$ cat src/rtl/muldiv_pkg.sv
// muldiv_pkg
// Shared definitions for the iterative multiply/divide unit:
//   - op_e    : 3-bit operation encoding presented on the op port
//   - state_e : controller state encoding
//   - small decode helpers used by the top level
package muldiv_pkg;

   typedef enum logic [2:0] {
      OP_MUL   = 3'b000,
      OP_MLA   = 3'b001,
      OP_UMULL = 3'b010,
      OP_SMULL = 3'b011,
      OP_UMLAL = 3'b100,
      OP_SMLAL = 3'b101,
      OP_UDIV  = 3'b110,
      OP_SDIV  = 3'b111
   } op_e;

   typedef enum logic [2:0] {
      IDLE = 3'd0,
      PREP = 3'd1,
      CALC = 3'd2,
      FIX  = 3'd3,
      DONE = 3'd4
   } state_e;

   // Operations whose result is the full double-width value.
   function automatic logic op_is_long(op_e op);
      return (op == OP_UMULL) || (op == OP_SMULL) ||
             (op == OP_UMLAL) || (op == OP_SMLAL);
   endfunction

   function automatic logic op_is_div(op_e op);
      return (op == OP_UDIV) || (op == OP_SDIV);
   endfunction

   function automatic logic op_is_signed(op_e op);
      return (op == OP_SMULL) || (op == OP_SMLAL) || (op == OP_SDIV);
   endfunction

endpackage

$ cat src/rtl/muldiv_step.sv
// muldiv_step
// Combinational single iteration of the radix-2 engine.
//   div_mode : 0 = shift-add multiply step, 1 = restoring divide step
//   acc      : 2*WIDTH working register
//              multiply: {partial product high, remaining multiplier bits}
//              divide  : {partial remainder, remaining dividend bits / quotient}
//   op_bit   : multiplier bit (mul, LSB of acc) or next dividend bit (div)
//   operand  : multiplicand (mul) or divisor (div), already as magnitudes
//   acc_next : next working register; in divide mode bit 0 is left clear
//              and the new quotient bit is delivered separately on q_bit
//   q_bit    : quotient bit produced by this step (0 in multiply mode)
module muldiv_step #(
   parameter int WIDTH = 32
) (
   input  logic                 div_mode,
   input  logic [2*WIDTH-1:0]   acc,
   input  logic                 op_bit,
   input  logic [WIDTH-1:0]     operand,
   output logic [2*WIDTH-1:0]   acc_next,
   output logic                 q_bit
);

   logic [WIDTH:0]   sum;
   logic [WIDTH:0]   rem_sh;
   logic [WIDTH-1:0] diff;

   always_comb begin
      // Multiply: add the multiplicand into the upper half, keeping the carry,
      // then the whole register shifts right by one.
      sum    = {1'b0, acc[2*WIDTH-1:WIDTH]} + (op_bit ? {1'b0, operand} : '0);
      // Divide: shift the next dividend bit into the partial remainder.
      rem_sh = {acc[2*WIDTH-1:WIDTH], op_bit};
      // Only meaningful when rem_sh >= operand, in which case it fits in WIDTH bits.
      diff   = rem_sh[WIDTH-1:0] - operand;

      q_bit    = 1'b0;
      acc_next = acc;
      if (div_mode) begin
         q_bit    = (rem_sh >= {1'b0, operand});
         acc_next = {(q_bit ? diff : rem_sh[WIDTH-1:0]), acc[WIDTH-2:0], 1'b0};
      end else begin
         acc_next = {sum, acc[WIDTH-1:1]};
      end
   end

endmodule

$ cat src/rtl/iter_muldiv.sv
// iter_muldiv
// Multi-cycle radix-2 multiply/divide unit (MUL, MLA, UMULL, SMULL, UMLAL,
// SMLAL, UDIV, SDIV). Fixed latency of WIDTH+2 clock edges from start.
// Ports:
//   clk, reset (async, active-low)
//   start, op[2:0], a, b, acc_lo, acc_hi : launch request and operands
//   busy      : high in PREP, CALC, FIX
//   done      : one-cycle pulse in DONE
//   result_lo : product low / quotient
//   result_hi : product high / remainder (0 for MUL/MLA)
//   flag_n, flag_z : sign / zero of the result (double width for long ops)
//   div_zero  : last divide had a zero divisor
module iter_muldiv
   import muldiv_pkg::*;
#(
   parameter int WIDTH = 32
) (
   input  logic             clk,
   input  logic             reset,
   input  logic             start,
   input  logic [2:0]       op,
   input  logic [WIDTH-1:0] a,
   input  logic [WIDTH-1:0] b,
   input  logic [WIDTH-1:0] acc_lo,
   input  logic [WIDTH-1:0] acc_hi,
   output logic             busy,
   output logic             done,
   output logic [WIDTH-1:0] result_lo,
   output logic [WIDTH-1:0] result_hi,
   output logic             flag_n,
   output logic             flag_z,
   output logic             div_zero
);

   localparam int CW = (WIDTH > 1) ? $clog2(WIDTH) : 1;

   state_e             state_reg, state_next;
   op_e                op_reg;
   logic [WIDTH-1:0]   a_reg, b_reg, acc_lo_reg, acc_hi_reg;
   logic [WIDTH-1:0]   opnd_reg;
   logic [2*WIDTH-1:0] acc_reg;
   logic [CW-1:0]      count_reg;
   logic               sign_a, sign_b;

   logic               is_div, is_long, is_signed;
   logic [WIDTH-1:0]   mag_a, mag_b;
   logic               step_bit, step_q;
   logic [2*WIDTH-1:0] step_acc;

   logic [2*WIDTH-1:0] prod;
   logic [WIDTH-1:0]   quot, rem;
   logic [WIDTH-1:0]   fix_lo, fix_hi;
   logic               fix_n, fix_z, fix_dz;

   assign is_div    = op_is_div(op_reg);
   assign is_long   = op_is_long(op_reg);
   assign is_signed = op_is_signed(op_reg);

   // Operand magnitudes; the most negative value maps onto itself, which is
   // the correct unsigned magnitude.
   assign mag_a = (is_signed && a_reg[WIDTH-1]) ? (~a_reg + 1'b1) : a_reg;
   assign mag_b = (is_signed && b_reg[WIDTH-1]) ? (~b_reg + 1'b1) : b_reg;

   // Multiply consumes multiplier bits from the bottom; divide consumes
   // dividend bits from the top of the low half.
   assign step_bit = is_div ? acc_reg[WIDTH-1] : acc_reg[0];

   muldiv_step #(.WIDTH(WIDTH)) u_step (
      .div_mode (is_div),
      .acc      (acc_reg),
      .op_bit   (step_bit),
      .operand  (opnd_reg),
      .acc_next (step_acc),
      .q_bit    (step_q)
   );

   // ---------------- next-state logic ----------------
   always_comb begin
      state_next = state_reg;
      case (state_reg)
         IDLE:    if (start) state_next = PREP;
         PREP:    state_next = CALC;
         CALC:    if (count_reg == CW'(WIDTH - 1)) state_next = FIX;
         FIX:     state_next = DONE;
         DONE:    state_next = start ? PREP : IDLE;
         default: state_next = IDLE;
      endcase
   end

   // ---------------- FIX arithmetic ----------------
   always_comb begin
      // Sign latches are only ever set for signed ops.
      prod = (sign_a ^ sign_b) ? (~acc_reg + 1'b1) : acc_reg;
      quot = (sign_a ^ sign_b) ? (~acc_reg[WIDTH-1:0] + 1'b1) : acc_reg[WIDTH-1:0];
      rem  = sign_a ? (~acc_reg[2*WIDTH-1:WIDTH] + 1'b1) : acc_reg[2*WIDTH-1:WIDTH];

      fix_lo = '0;
      fix_hi = '0;
      fix_dz = 1'b0;
      case (op_reg)
         OP_MUL:             fix_lo = prod[WIDTH-1:0];
         OP_MLA:             fix_lo = prod[WIDTH-1:0] + acc_lo_reg;
         OP_UMULL, OP_SMULL: {fix_hi, fix_lo} = prod;
         OP_UMLAL, OP_SMLAL: {fix_hi, fix_lo} = prod + {acc_hi_reg, acc_lo_reg};
         default: begin
            // A zero divisor magnitude means b was zero; report the original
            // dividend as remainder.
            if (opnd_reg == '0) begin
               fix_hi = a_reg;
               fix_dz = 1'b1;
            end else begin
               fix_lo = quot;
               fix_hi = rem;
            end
         end
      endcase

      fix_n = is_long ? fix_hi[WIDTH-1] : fix_lo[WIDTH-1];
      fix_z = is_long ? ({fix_hi, fix_lo} == '0) : (fix_lo == '0);
   end

   // ---------------- registers ----------------
   always_ff @(posedge clk or negedge reset) begin
      if (!reset) begin
         state_reg  <= IDLE;
         op_reg     <= OP_MUL;
         a_reg      <= '0;
         b_reg      <= '0;
         acc_lo_reg <= '0;
         acc_hi_reg <= '0;
         opnd_reg   <= '0;
         acc_reg    <= '0;
         count_reg  <= '0;
         sign_a     <= 1'b0;
         sign_b     <= 1'b0;
         busy       <= 1'b0;
         done       <= 1'b0;
         result_lo  <= '0;
         result_hi  <= '0;
         flag_n     <= 1'b0;
         flag_z     <= 1'b0;
         div_zero   <= 1'b0;
      end else begin
         state_reg <= state_next;
         busy      <= (state_next == PREP) || (state_next == CALC) || (state_next == FIX);
         done      <= (state_next == DONE);

         case (state_reg)
            IDLE, DONE: begin
               if (start) begin
                  op_reg     <= op_e'(op);
                  a_reg      <= a;
                  b_reg      <= b;
                  acc_lo_reg <= acc_lo;
                  acc_hi_reg <= acc_hi;
               end
            end
            PREP: begin
               sign_a    <= is_signed & a_reg[WIDTH-1];
               sign_b    <= is_signed & b_reg[WIDTH-1];
               opnd_reg  <= is_div ? mag_b : mag_a;
               acc_reg   <= {{WIDTH{1'b0}}, (is_div ? mag_b_or_a(1'b1) : mag_b_or_a(1'b0))};
               count_reg <= '0;
            end
            CALC: begin
               acc_reg   <= step_acc | {{(2*WIDTH-1){1'b0}}, step_q};
               count_reg <= count_reg + CW'(1);
            end
            FIX: begin
               result_lo <= fix_lo;
               result_hi <= fix_hi;
               flag_n    <= fix_n;
               flag_z    <= fix_z;
               div_zero  <= fix_dz;
            end
            default: ;
         endcase
      end
   end

   // Low half of the working register at PREP: the dividend for divides,
   // the multiplier for multiplies.
   function automatic logic [WIDTH-1:0] mag_b_or_a(input logic want_a);
      return want_a ? mag_a : mag_b;
   endfunction

endmodule

$ cat config.mk
export PLATFORM = sky130hd
export DESIGN_NAME = iter_muldiv
export DESIGN_NICKNAME = d
export VERILOG_FILES = /design/src/rtl/muldiv_pkg.sv /design/src/rtl/muldiv_step.sv /design/src/rtl/iter_muldiv.sv
export SDC_FILE = /design/constraint.sdc
export NUM_CORES = 1
export LEC_CHECK = 0
export BUFFER_PORTS_ARGS = -buffer_cell sky130_fd_sc_hd__buf_4
export CAP_MARGIN = 20
export CORE_MARGIN = 2
export CORE_UTILIZATION = 60
export DETAILED_ROUTE_END_ITERATION = 10
export GPL_TIMING_DRIVEN = 0
export PLACE_DENSITY = 0.88
export SKIP_LAST_GASP = 1
export SLEW_MARGIN = 20
export SYNTH_ARGS = -nofsm -noshare
export SYNTH_HDL_FRONTEND = slang
export SYNTH_HIERARCHICAL = 1
export SYNTH_SLANG_ARGS = --single-unit
$ cat constraint.sdc
create_clock -name clk -period 7.09 [get_ports clk]
set_input_delay 0.709 -clock clk [delete_from_list [all_inputs] [get_ports clk]]
set_output_delay 0.709 -clock clk [all_outputs]
set_load 0.1 [all_outputs]
==> results.cfg <==
[outcome]
status = completed

[place]
gp_congestion = 1.120
dp_hpwl_mm = 84.66
place_inst = 4018
numPortBuffers = 202

[critical_path]
start_kind = flop
cp.arrival_ns = 7.57
path_cells = nor3_2 > nand3_1 > nor4_1 > a21oi_1 > xor2_1 > ha_1 > clkbuf_1 > nand2_1 > nor4_2 > o2111ai_1 > a31oi_1 > o21bai_1 > a31oi_1 > and4_1 > nand4_1 > nand2_1
critPathMaxFanout = 10
cp-end-kind = flop
required_ns = 7.60
worstSetupPathType = reg -> reg
slowest_stage = nor4_1
r2r_start = acc_reg[34]
critPathTopFamily = simple AND/OR/NAND/NOR gates
crit_buf_inv = 1
cp_slowest_stage_delay_ns = 0.76
startpoint = acc_reg[34]

[layout]
area.growth.synth_to_final_pct = 14.09
nets = 3753
largest_reg_flops = 64
postLayoutCoreUtil_pct = 69.54
fillers = 3550
instances_no_fill = 4082
final_layout_size_suffix_gt1_share_pct = 14.96

[logic_synthesis]
ys_async_sr_fraction_pct = 100.0
avgSynthCellArea_um2 = 8.169
syn_area_um2 = 26370
synthFlopType = dfrtp_1
synth_cells = 3228
synth_cell_types = 111
synth_fp_nets = 3510
ys_warn_count = 6
ys_seq_elements = 306
synth-edff-count = 0
ys_seq_area_share_pct = 29.04

[grt]
grt.total_usage_pct = 45.88
grt_max_degree = 101
grt_pass1_wl_mm = 155.6
overflow = 0
antenna_found_initial = 5
grt_pass1_vias = 25445

[drt]
via_per_inst = 6.727
first_pass_iters = 7
drt_iter0_markers = 3775
drtAntennaViolNets = 0
routed_wl_mm = 106.2
num_vias = 27458
drc_errors = 0
routedWlPerCell_um = 26.03

[timing]
finClkSkew_ns = 0.02747
final_hold_viol_count = 0
layout_min_cycle_time_ns = 7.059
setup_viol = 0
fmax_ghz = 0.1417
rsz0062_at_grt = no
hold_slack_ns = 0.07714
finalCritPeriodShare_pct = 99.56
final_max_slew_viol_count = 0
slew_headroom_pct = 21.03
worstMarginPinSlew_ns = 1.185

[die]
die-width_um = 213.6
core_area_um2 = 43270
die_height_um = 213.6
rows = 76
ios = 203
initial_core_util_pct = 60.95
fp.dieArea_um2 = 45640

[cts]
clkLatencyLatePin_ns = 0.59
postCtsSetupRepairBufs = 0
path_clk_slew_ns = 0.06
cts_tree = yes
clock-root-buffer = clkbuf_16
holdBufCountCts = 0
cts_buffers = 36
h-tree-depth = 2
cts_buffer_depth = 3
cts.sinks = 306

[job]
drv_cap = 0

[worst_hold_path]
hold_class = in -> async
-- cell usage after synthesis (9+ instances only) --
master,n,area [µm²]
a22oi_1,44,330.3
mux2i_1,46,460.4
o21ai_0,261,1306
nor2b_1,16,100.1
a21o_1,54,405.4
nand2b_1,14,87.58
nand2_1,345,1295
o211ai_1,40,300.3
nand4_1,61,381.6
a211oi_1,33,247.7
or4_1,13,97.59
inv_1,97,364.1
nor3_1,71,355.3
clkbuf_1,152,570.6
o31ai_1,20,150.1
xnor2_1,111,972.2
nand3_1,52,260.3
mux2_2,151,1700
o21bai_1,12,90.09
dfrtp_1,306,7657
nor4_1,42,262.8
or2_2,14,87.58
nor2_1,295,1107
buf_1,17,63.81
or3_1,22,137.6
a21oi_1,291,1456
a31oi_1,42,262.8
and3_1,27,168.9
a21boi_0,9,67.56
and2_1,19,118.9
xor2_1,119,1042
o21a_1,31,232.7
ha_1,145,1814
a22o_1,34,297.8
-- cells by family after synthesis --
logic type                 Yosys count  share of synthesized area, %
xor gates and xnor gates           230                         7.639
AOI/OAI and AO/OA                 1007                         24.49
adders and majority gates          148                         7.108
muxes                              198                         8.251
DFF                                306                         29.04
buffers and inverters              290                         4.555
and+or+nand+nor                   1049                         18.92
-- path summary, 6_finish.rpt --
check	cells after the start	end	slack [ns]
setup / recovery	16	flag_z	0.03
hold / removal	1	result_lo[11]	0.08
setup reg to reg	16	flag_z	0.03
hold reg to reg	2	result_hi[6]	0.48
max in group asynchronous	2	acc_hi_reg[22]	6.10
min in group clk	2	b_reg[26]	0.36
-- placed cells by master, fill, tap and decap left out, types with 16 or more instances in the layout --
master,count
a21oi_1,291
mux2_2,151
xor2_1,118
nor2b_1,16
nor2_1,295
a22o_1,34
a21o_1,54
a31oi_1,42
clkbuf_16,38
xnor2_1,110
nand2_1,345
o211ai_1,40
o21ai_0,260
a22oi_1,44
inv_1,97
o21a_1,31
dfrtp_1,306
nor4_1,40
mux2i_1,46
and3_1,27
buf_4,204
clkbuf_1,155
ha_1,145
nand4_1,61
and2_1,19
a211oi_1,32
nand3_1,52
nor3_1,67
o31ai_1,19
or3_1,22
-- per-stage QoR --
step / TNS, ns / setup slack, ns / cell area, µm²
6_report: 0 / 0.03105 / 30090
5_1_grt: 0 / 0.002644 / 30080
4_1_cts: 0 / 0.04445 / 30010
3_5_place_dp: 0 / 0.08092 / 28720
3_3_place_gp: -0.006023 / -0.006023 / 28620
2_1_floorplan: 0 / 1.974 / 26370
-- per-layer routing --
layer / vias to the layer above / wire length (µm) / track usage [%]
met1: 12945 / 40600 / 58.10
met4: 10 / 7262 / 28.09
met5: - / 62 / 0
met2: 1826 / 44590 / 67.12
met3: 387 / 13730 / 16.15
li1: 12290 / - / -
-- cell type report --
class	count	area (µm²)	share of cell area, %
diodes	1	2.502	0.008317
inverters	100	375.4	1.248
clock inverters	11	200.2	0.6654
multi-input cells	2632	17590	58.46
plain buffers	190	830.8	2.761
well taps	585	732.0	2.433
clock buffers	52	1094	3.635
flip-flops and latches	306	7657	25.45
repair buffers	205	1607	5.340
-- repair_timing --
item,CTS,global route
endpoints found under the setup margin,0,4
gates resized for setup,0,14
endpoints found under the hold margin,0,0
Power is left out: the tool's default activity adds up to more than one toggle a clock period on the data nets, which glitch-free logic cannot reach.
